===== config.mk =====
export PLATFORM = sky130hd
export DESIGN_NAME = hazard_scoreboard
export DESIGN_NICKNAME = d
export VERILOG_FILES = /design/src/rtl/hazard_scoreboard.sv
export SDC_FILE = /design/constraint.sdc
export NUM_CORES = 1
export LEC_CHECK = 0
export CORE_UTILIZATION = 27
export CTS_CLUSTER_DIAMETER = 30
export DETAILED_ROUTE_END_ITERATION = 8
export HOLD_SLACK_MARGIN = 0.05
export PLACE_DENSITY = 0.55
export SETUP_SLACK_MARGIN = 0.5
export SLEW_MARGIN = 20
export SYNTH_ARGS = -nofsm -noshare
export SYNTH_HDL_FRONTEND = slang
export SYNTH_SLANG_ARGS = --single-unit

===== constraint.sdc =====
create_clock -name clk -period 9.9 [get_ports clk]
set_input_delay 1.485 -clock clk [delete_from_list [all_inputs] [get_ports clk]]
set_output_delay 1.485 -clock clk [all_outputs]
set_load 0.02 [all_outputs]

===== src/rtl/hazard_scoreboard.sv =====
// hazard_scoreboard
//
// Decode-stage register scoreboard for an in-order RISC-V pipeline with
// forwarding. Every architectural register x1..x31 owns a small down-counter
// holding the number of cycles left before the value it is waiting for can
// be forwarded into EX. A decode instruction that reads a register whose
// counter is still running is held in IF/ID while a bubble goes into EX.
//
// Parameters:
//   LOAD_LAT  cycles from load issue until its result can be forwarded (1..8)
//   MUL_LAT   same latency for M-extension multiplies, funct3[2]=0 (1..16)
//   DIV_LAT   same latency for M-extension divide/remainder, funct3[2]=1 (1..16)
//   PERF_W    width of the stall performance counter
//
// Ports:
//   clk           rising-edge clock
//   rst_n         asynchronous active-low reset
//   if_id_ir      instruction sitting in decode, 0 means bubble
//   mem_wait      whole pipeline frozen by memory this cycle
//   flush         decode instruction is being squashed this cycle
//   stall         hold IF/ID and inject a bubble into EX (combinational)
//   pending_mask  bit r set while register r still has a counter running
//   stall_count   saturating count of hazard stall cycles

module hazard_scoreboard #(
    parameter int LOAD_LAT = 2,
    parameter int MUL_LAT  = 3,
    parameter int DIV_LAT  = 8,
    parameter int PERF_W   = 32
) (
    input  logic              clk,
    input  logic              rst_n,
    input  logic [31:0]       if_id_ir,
    input  logic              mem_wait,
    input  logic              flush,
    output logic              stall,
    output logic [31:0]       pending_mask,
    output logic [PERF_W-1:0] stall_count
);

    localparam int MAX_LAT_LM = (LOAD_LAT > MUL_LAT) ? LOAD_LAT : MUL_LAT;
    localparam int MAX_LAT    = (MAX_LAT_LM > DIV_LAT) ? MAX_LAT_LM : DIV_LAT;
    // Counters only ever hold latency-1, so clog2(MAX_LAT) bits suffice.
    localparam int CW         = (MAX_LAT > 2) ? $clog2(MAX_LAT) : 1;

    localparam logic [6:0] OP_LOAD   = 7'b0000011;
    localparam logic [6:0] OP_REG    = 7'b0110011;
    localparam logic [6:0] OP_STORE  = 7'b0100011;
    localparam logic [6:0] OP_BRANCH = 7'b1100011;
    localparam logic [6:0] OP_LUI    = 7'b0110111;
    localparam logic [6:0] OP_AUIPC  = 7'b0010111;
    localparam logic [6:0] OP_JAL    = 7'b1101111;
    localparam logic [6:0] F7_MULDIV = 7'b0000001;

    logic [CW-1:0] cnt      [1:31];
    logic [CW-1:0] cnt_next [1:31];
    logic [31:0]   busy;
    logic [31:0]   busy_next;

    logic [6:0]    opcode;
    logic [4:0]    rs1;
    logic [4:0]    rs2;
    logic [4:0]    rd;
    logic          reads_rs1;
    logic          reads_rs2;
    logic          writes_rd;
    logic [CW-1:0] lat_m1;
    logic          hazard;
    logic          issue;

    assign opcode = if_id_ir[6:0];
    assign rs1    = if_id_ir[19:15];
    assign rs2    = if_id_ir[24:20];
    assign rd     = if_id_ir[11:7];

    // Which register fields are real operands for this opcode, and how long
    // the produced value takes before it can be forwarded.
    always_comb begin
        reads_rs1 = !(opcode == OP_LUI || opcode == OP_AUIPC || opcode == OP_JAL);
        reads_rs2 = (opcode == OP_REG || opcode == OP_STORE || opcode == OP_BRANCH);
        writes_rd = !(opcode == OP_STORE || opcode == OP_BRANCH);
        lat_m1    = '0;
        if (opcode == OP_LOAD) begin
            lat_m1 = CW'(LOAD_LAT - 1);
        end else if (opcode == OP_REG && if_id_ir[31:25] == F7_MULDIV) begin
            lat_m1 = if_id_ir[14] ? CW'(DIV_LAT - 1) : CW'(MUL_LAT - 1);
        end
    end

    // x0 never has anything in flight, so its busy bit is hard-wired low.
    always_comb begin
        busy = '0;
        for (int r = 1; r < 32; r++) begin
            busy[r] = (cnt[r] != '0);
        end
    end

    always_comb begin
        hazard = (reads_rs1 && busy[rs1]) || (reads_rs2 && busy[rs2]);
        stall  = (if_id_ir != 32'd0) && !flush && hazard;
        issue  = (if_id_ir != 32'd0) && !stall && !mem_wait && !flush;
    end

    // A memory freeze holds every counter. Otherwise counters drain by one,
    // except the destination of an issuing instruction, which restarts from
    // its own latency so the youngest writer always wins.
    always_comb begin
        busy_next = '0;
        for (int r = 1; r < 32; r++) begin
            cnt_next[r] = cnt[r];
            if (!mem_wait) begin
                if (issue && writes_rd && rd == 5'(r)) begin
                    cnt_next[r] = lat_m1;
                end else if (cnt[r] != '0) begin
                    cnt_next[r] = cnt[r] - 1'b1;
                end
            end
            busy_next[r] = (cnt_next[r] != '0);
        end
    end

    always_ff @(posedge clk or negedge rst_n) begin
        if (!rst_n) begin
            for (int r = 1; r < 32; r++) begin
                cnt[r] <= '0;
            end
            pending_mask <= '0;
        end else begin
            for (int r = 1; r < 32; r++) begin
                cnt[r] <= cnt_next[r];
            end
            pending_mask <= busy_next;
        end
    end

    // Only cycles lost to register hazards are counted; memory freezes are not.
    always_ff @(posedge clk or negedge rst_n) begin
        if (!rst_n) begin
            stall_count <= '0;
        end else if (stall && !mem_wait && stall_count != {PERF_W{1'b1}}) begin
            stall_count <= stall_count + 1'b1;
        end
    end

endmodule


* Word level (Yosys, flattened, before mapping) *
Cells that the tools add are included.

word-level totals
  bits of input ports = 36
  word-level logic and storage cells = 323
  output and inout port bits = 65
  register bits after elaboration = 156

cells by class
  muxes and demuxes = 100
  reductions and logical operators = 116
  $add $sub $neg = 32
  magnitude comparators = 2
  equality and inequality tests = 40

operator list
  cell                                                 number
  two-way mux 3 bit                                    96
  nonzero test 3 bit                                   62
  subtractor 3 x 1 -> 3 bit, second input constant     31
  equality test 5 bit, second input constant           16
  logical AND 1 bit                                    42
  equality test 5 x 4 -> 1 bit, second input constant  8
  adder 32 x 1 -> 32 bit, second input constant        1
  != test 32 bit, second input constant                1
  nonzero test 32 bit                                  1
  equality test 7 x 6 -> 1 bit, second input constant  3
  equality test 5 x 3 -> 1 bit, second input constant  4
  equality test 7 bit, second input constant           2
  < comparator 5 x 6 -> 1 bit, second input constant   2
  binary-select mux 1 bit (select 5 bit)               2
  equality test 5 x 2 -> 1 bit, second input constant  2
  equality test 7 x 1 -> 1 bit, second input constant  1
  equality test 7 x 2 -> 1 bit, second input constant  1
  equality test 7 x 5 -> 1 bit, second input constant  1
  logical OR 1 bit                                     6
  equality test 5 x 1 -> 1 bit, second input constant  1
  logical NOT 1 bit                                    5
  two-way mux 1 bit                                    2

* Depth between registers and ports, before layout *
  depth in word-level cells = 16
  depth in mapped cells = 13
  depth with buffers taken out = 11

* Worst setup path before layout *
Ideal clock, no wire load.

  path type = input-to-output
  start point = input if_id_ir[15]
  end point = output stall
  arrival time = 3576 ps
  required time = 8415 ps
  path slack = 4839 ps
  path buffers = 3
  stages = 8
  cells stage by stage = buf_6 -> mux4_2 -> a21oi_2 -> a221oi_2 -> or4_1 -> clkbuf_1 -> clkbuf_1 -> a21oi_1

on the way
  word-level cells in the longest chain between the ends = 5
  elaborated cells on any way between the ends = 7
  those cells by class = 2 x mux; 5 x reduce/logical

ends and longest elaborated chain
  what                                     line  source
  start, declared                          33    input logic [31:0] if_id_ir,
  binary-select mux 1 bit (select 5 bit)   99    hazard = (reads_rs1 && busy[rs1]) || (reads_rs2 && busy[rs2]);
  two-way mux 1 bit (implied by the code)  99
  logical AND 1 bit                        99
  logical OR 1 bit                         99
  logical AND 1 bit (*)                    100   stall = (if_id_ir != 32'd0) && !flush && hazard;
  end, declared                            36    output logic stall,

Every way passes the cells marked *; elsewhere a longest branch is shown, timed or not. The select of a mux whose other input is x is not followed.

* Worst setup path in the final report *
Ends and elaborated chain as after synthesis.

==> flow_metrics.py <==
metrics = {
    "run_status": {
        "status": "complete, no violations",
    },
    "route": {
        "via_count": 8099,
        "finalWirelength_mm": 26.7,
        "wire_per_inst_um": 16.4,
        "ant_nets": 0,
        "dr.pass1.iters": 6,
        "drc_errors": 0,
        "dr.first_iter.drc_count": 572,
        "via_per_inst": 4.97,
    },
    "setup_path": {
        "crit_fanout": 32,
        "cp.arrival_ns": 5.57,
        "crit_path_end_kind": "primary output",
        "critPathKind": "input port to primary output",
        "crit_path_start_kind": "input port",
        "cpMaxStageDelayCell": "clkdlybuf4s50_1",
        "path_cells": "clkdlybuf4s50_1 -> mux4_2 -> a21oi_2 -> a221oi_2 -> or4_1 -> a21oi_1 -> clkdlybuf4s50_1",
        "required_ns": 8.42,
        "cpLargestDelayFamily": "buffers and inverters",
        "cp_common_cell": "clkdlybuf4s50_1",
        "crit_buf_inv": 2,
        "slowest_delay_ns": 0.99,
    },
    "synth": {
        "syn_nets": 1202,
        "avgSynthCellArea_um2": 9.43,
        "syn_area_um2": 10100,
        "ys_ff_latch": 156,
        "yosys-top-cells-area": "dfrtp_1 (39%), ha_1 (12%), mux2i_1 (5.3%)",
        "synth_flop_cell": "dfrtp_1",
        "yosys_warnings": 0,
        "async_reset_ff_share_pct": 100,
        "synth_cells": 1072,
        "yosys.area.top_type": "dfrtp_1",
        "synth_seq_area_share_pct": 38.6,
        "synth_top_area_share_pct": 38.6,
        "synth_commonest_cells": "dfrtp_1 (156), inv_1 (126), ha_1 (94)",
        "ys_types": 64,
        "synth-edff-count": 0,
        "synth.most_common_cell": "dfrtp_1",
    },
    "clock_tree": {
        "clock-sinks": 156,
        "clkSlewWorstSetupHoldPaths_ns": 0.06,
        "htreeDepth": 4,
        "worstSkewPairLatency_ns": 0.44,
        "cts_hold_buf": 0,
        "cts_tree": "done",
        "postCtsSetupBuffers": 0,
        "cts-resized-gates": 0,
        "cts_made_buffers": 17,
        "cts_max_path_buffers": 2,
        "root_buffer": "clkbuf_16",
    },
    "power": {
        "powerDensity_nw_per_um2": 222,
        "leakage_uw": 0.00523,
        "vdd_drop_max_uv": 129,
        "power_uw": 2690,
    },
    "floorplanning": {
        "initial_core_util_pct": 27.6,
        "fp.dieW_um": 196,
        "die_y_um": 196,
        "die_area_um2": 38200,
        "rows": 70,
        "core_area_um2": 36700,
        "ios": 101,
    },
    "grt": {
        "grtUsageTotal_pct": 14.5,
        "grt_pass1_wl_mm": 43.6,
        "first_global_vias": 8040,
        "grt_overflow_total": 0,
        "grt_max_degree": 91,
        "antenna_found_initial": 2,
    },
    "timing": {
        "hold_viol": 0,
        "max_freq_mhz": 142,
        "layout_min_cycle_time_ns": 7.05,
        "tns_ns": 0,
        "rsz0062_at_grt": "no",
        "max_slew_margin_pct": 38.5,
        "finalCritPeriodShare_pct": 71.2,
        "setup_viol": 0,
        "skew_ns": 0.0145,
        "drv_slew": 0,
        "tightest_slew_ns": 0.922,
    },
    "worst_hold_path": {
        "min_path_type": "flip-flop to flip-flop",
    },
    "placed_design": {
        "dpl.cell_count": 1595,
        "globalplace.congestion": 0.813,
        "portBuffers": 99,
        "dp_hpwl_mm": 19.4,
    },
    "cells_and_area": {
        "nets": 1276,
        "drive_gt1_share_pct": 8.89,
        "fill_cells": 3707,
        "areaGrowthSynthToFinish_pct": 20.0,
        "instances_no_fill": 1628,
    },
    "job": {
        "cap_violations": 0,
    },
}
state kept, by name, indices dropped and copies added (netlist names):
register / count
stall_count: 32
pending_mask: 31
cnt: 93
worst reg2reg max path: cells and delay by family (launching register included):
kind,cells,cell delay [ns]
buffers and inverters,1,0.09
AOI/OAI and AO/OA,3,0.94
DFF,1,0.39
and+or+nand+nor,4,2.18
adders and majority gates,2,0.48
muxes,1,0.12
cells by family after synthesis:
| group | share of synthesized area [%] |
|---|---|
| AOI/OAI and AO/OA | 10.8 |
| xor gates and xnor gates | 2.60 |
| adders and majority gates | 11.6 |
| buffers and inverters | 6.95 |
| DFF | 38.6 |
| muxes | 7.01 |
| other | 0.0371 |
| and+or+nand+nor | 22.4 |
layout by cell type (no fill, tap or decap), drive strengths merged, types with 6 or more instances in the layout:
cell type,n
xnor2,24
or3,40
mux4,7
clkdlybuf4s50,97
nor2b,16
nor4,14
mux2i,54
or2,16
o21ai,35
ha,94
nor3b,6
nor3,31
and4,10
o211a,24
a211oi,10
nor2,43
clkbuf,19
dfrtp,156
nand4,28
a21oi,31
nor4b,6
and3,13
nand3,90
nand2,67
inv,128
xor2,6
buf,9
o221a,21
metal layers:
metal  vias to the layer above  wire length (µm)  part of all wire (%)  GRT usage, %
li1                       3927                 -                     -             -
met1                      4001             12900                    48          19.9
met2                       146             12400                    46          22.8
met3                        23              1030                   3.9          2.88
met4                         2               386                   1.4          4.61
met5                         -                12                 0.045             0
where the power goes:
| part | leakage (µW) | internal (µW) | switching [µW] |
|---|---|---|---|
| sequential | 0.00187 | 818 | 97.5 |
| clock | 0.000286 | 405 | 290 |
| combinational | 0.00307 | 497 | 582 |
cell type report:
type | instances | area [µm²] | share of cell area (%)
Antenna cell | 1 | 2.50 | 0.0206
Inverter | 126 | 473 | 3.90
Clock buffer | 19 | 443 | 3.65
Multi-Input combinational cell | 739 | 5520 | 45.5
Tap cell | 468 | 586 | 4.83
Timing Repair Buffer | 106 | 1040 | 8.59
Clock inverter | 13 | 165 | 1.36
Sequential cell | 156 | 3900 | 32.2
through the flow:
step / hold slack [ns] / worst slack (ns) / cell area, µm² / util (%)
after floorplan: 0.498 / 4.84 / 10100 / -
after global placement: 0.479 / 2.85 / 11500 / 31.4
after detailed placement: 0.479 / 2.80 / 11500 / 31.4
after CTS: 0.491 / 2.80 / 12100 / 33.1
after global routing: 0.510 / 2.67 / 12100 / 33.1
final: 0.485 / 2.85 / 12100 / 33.1
path summary, 6_finish.rpt:
kind	start	to	slack (ns)	depth (start not counted)
setup / recovery	if_id_ir[15]	stall	2.85	7
min in group asynchronous	rst_n	stall_count[6]	1.09	1
setup reg to reg	cnt[90]	pending_mask[10]	5.57	11
hold / removal	stall_count[7]	stall_count[7]	0.48	1
hold reg to reg	stall_count[7]	stall_count[7]	0.48	1
max in group asynchronous	rst_n	cnt[78]	7.33	2
(Power assumes the default switching activity.)
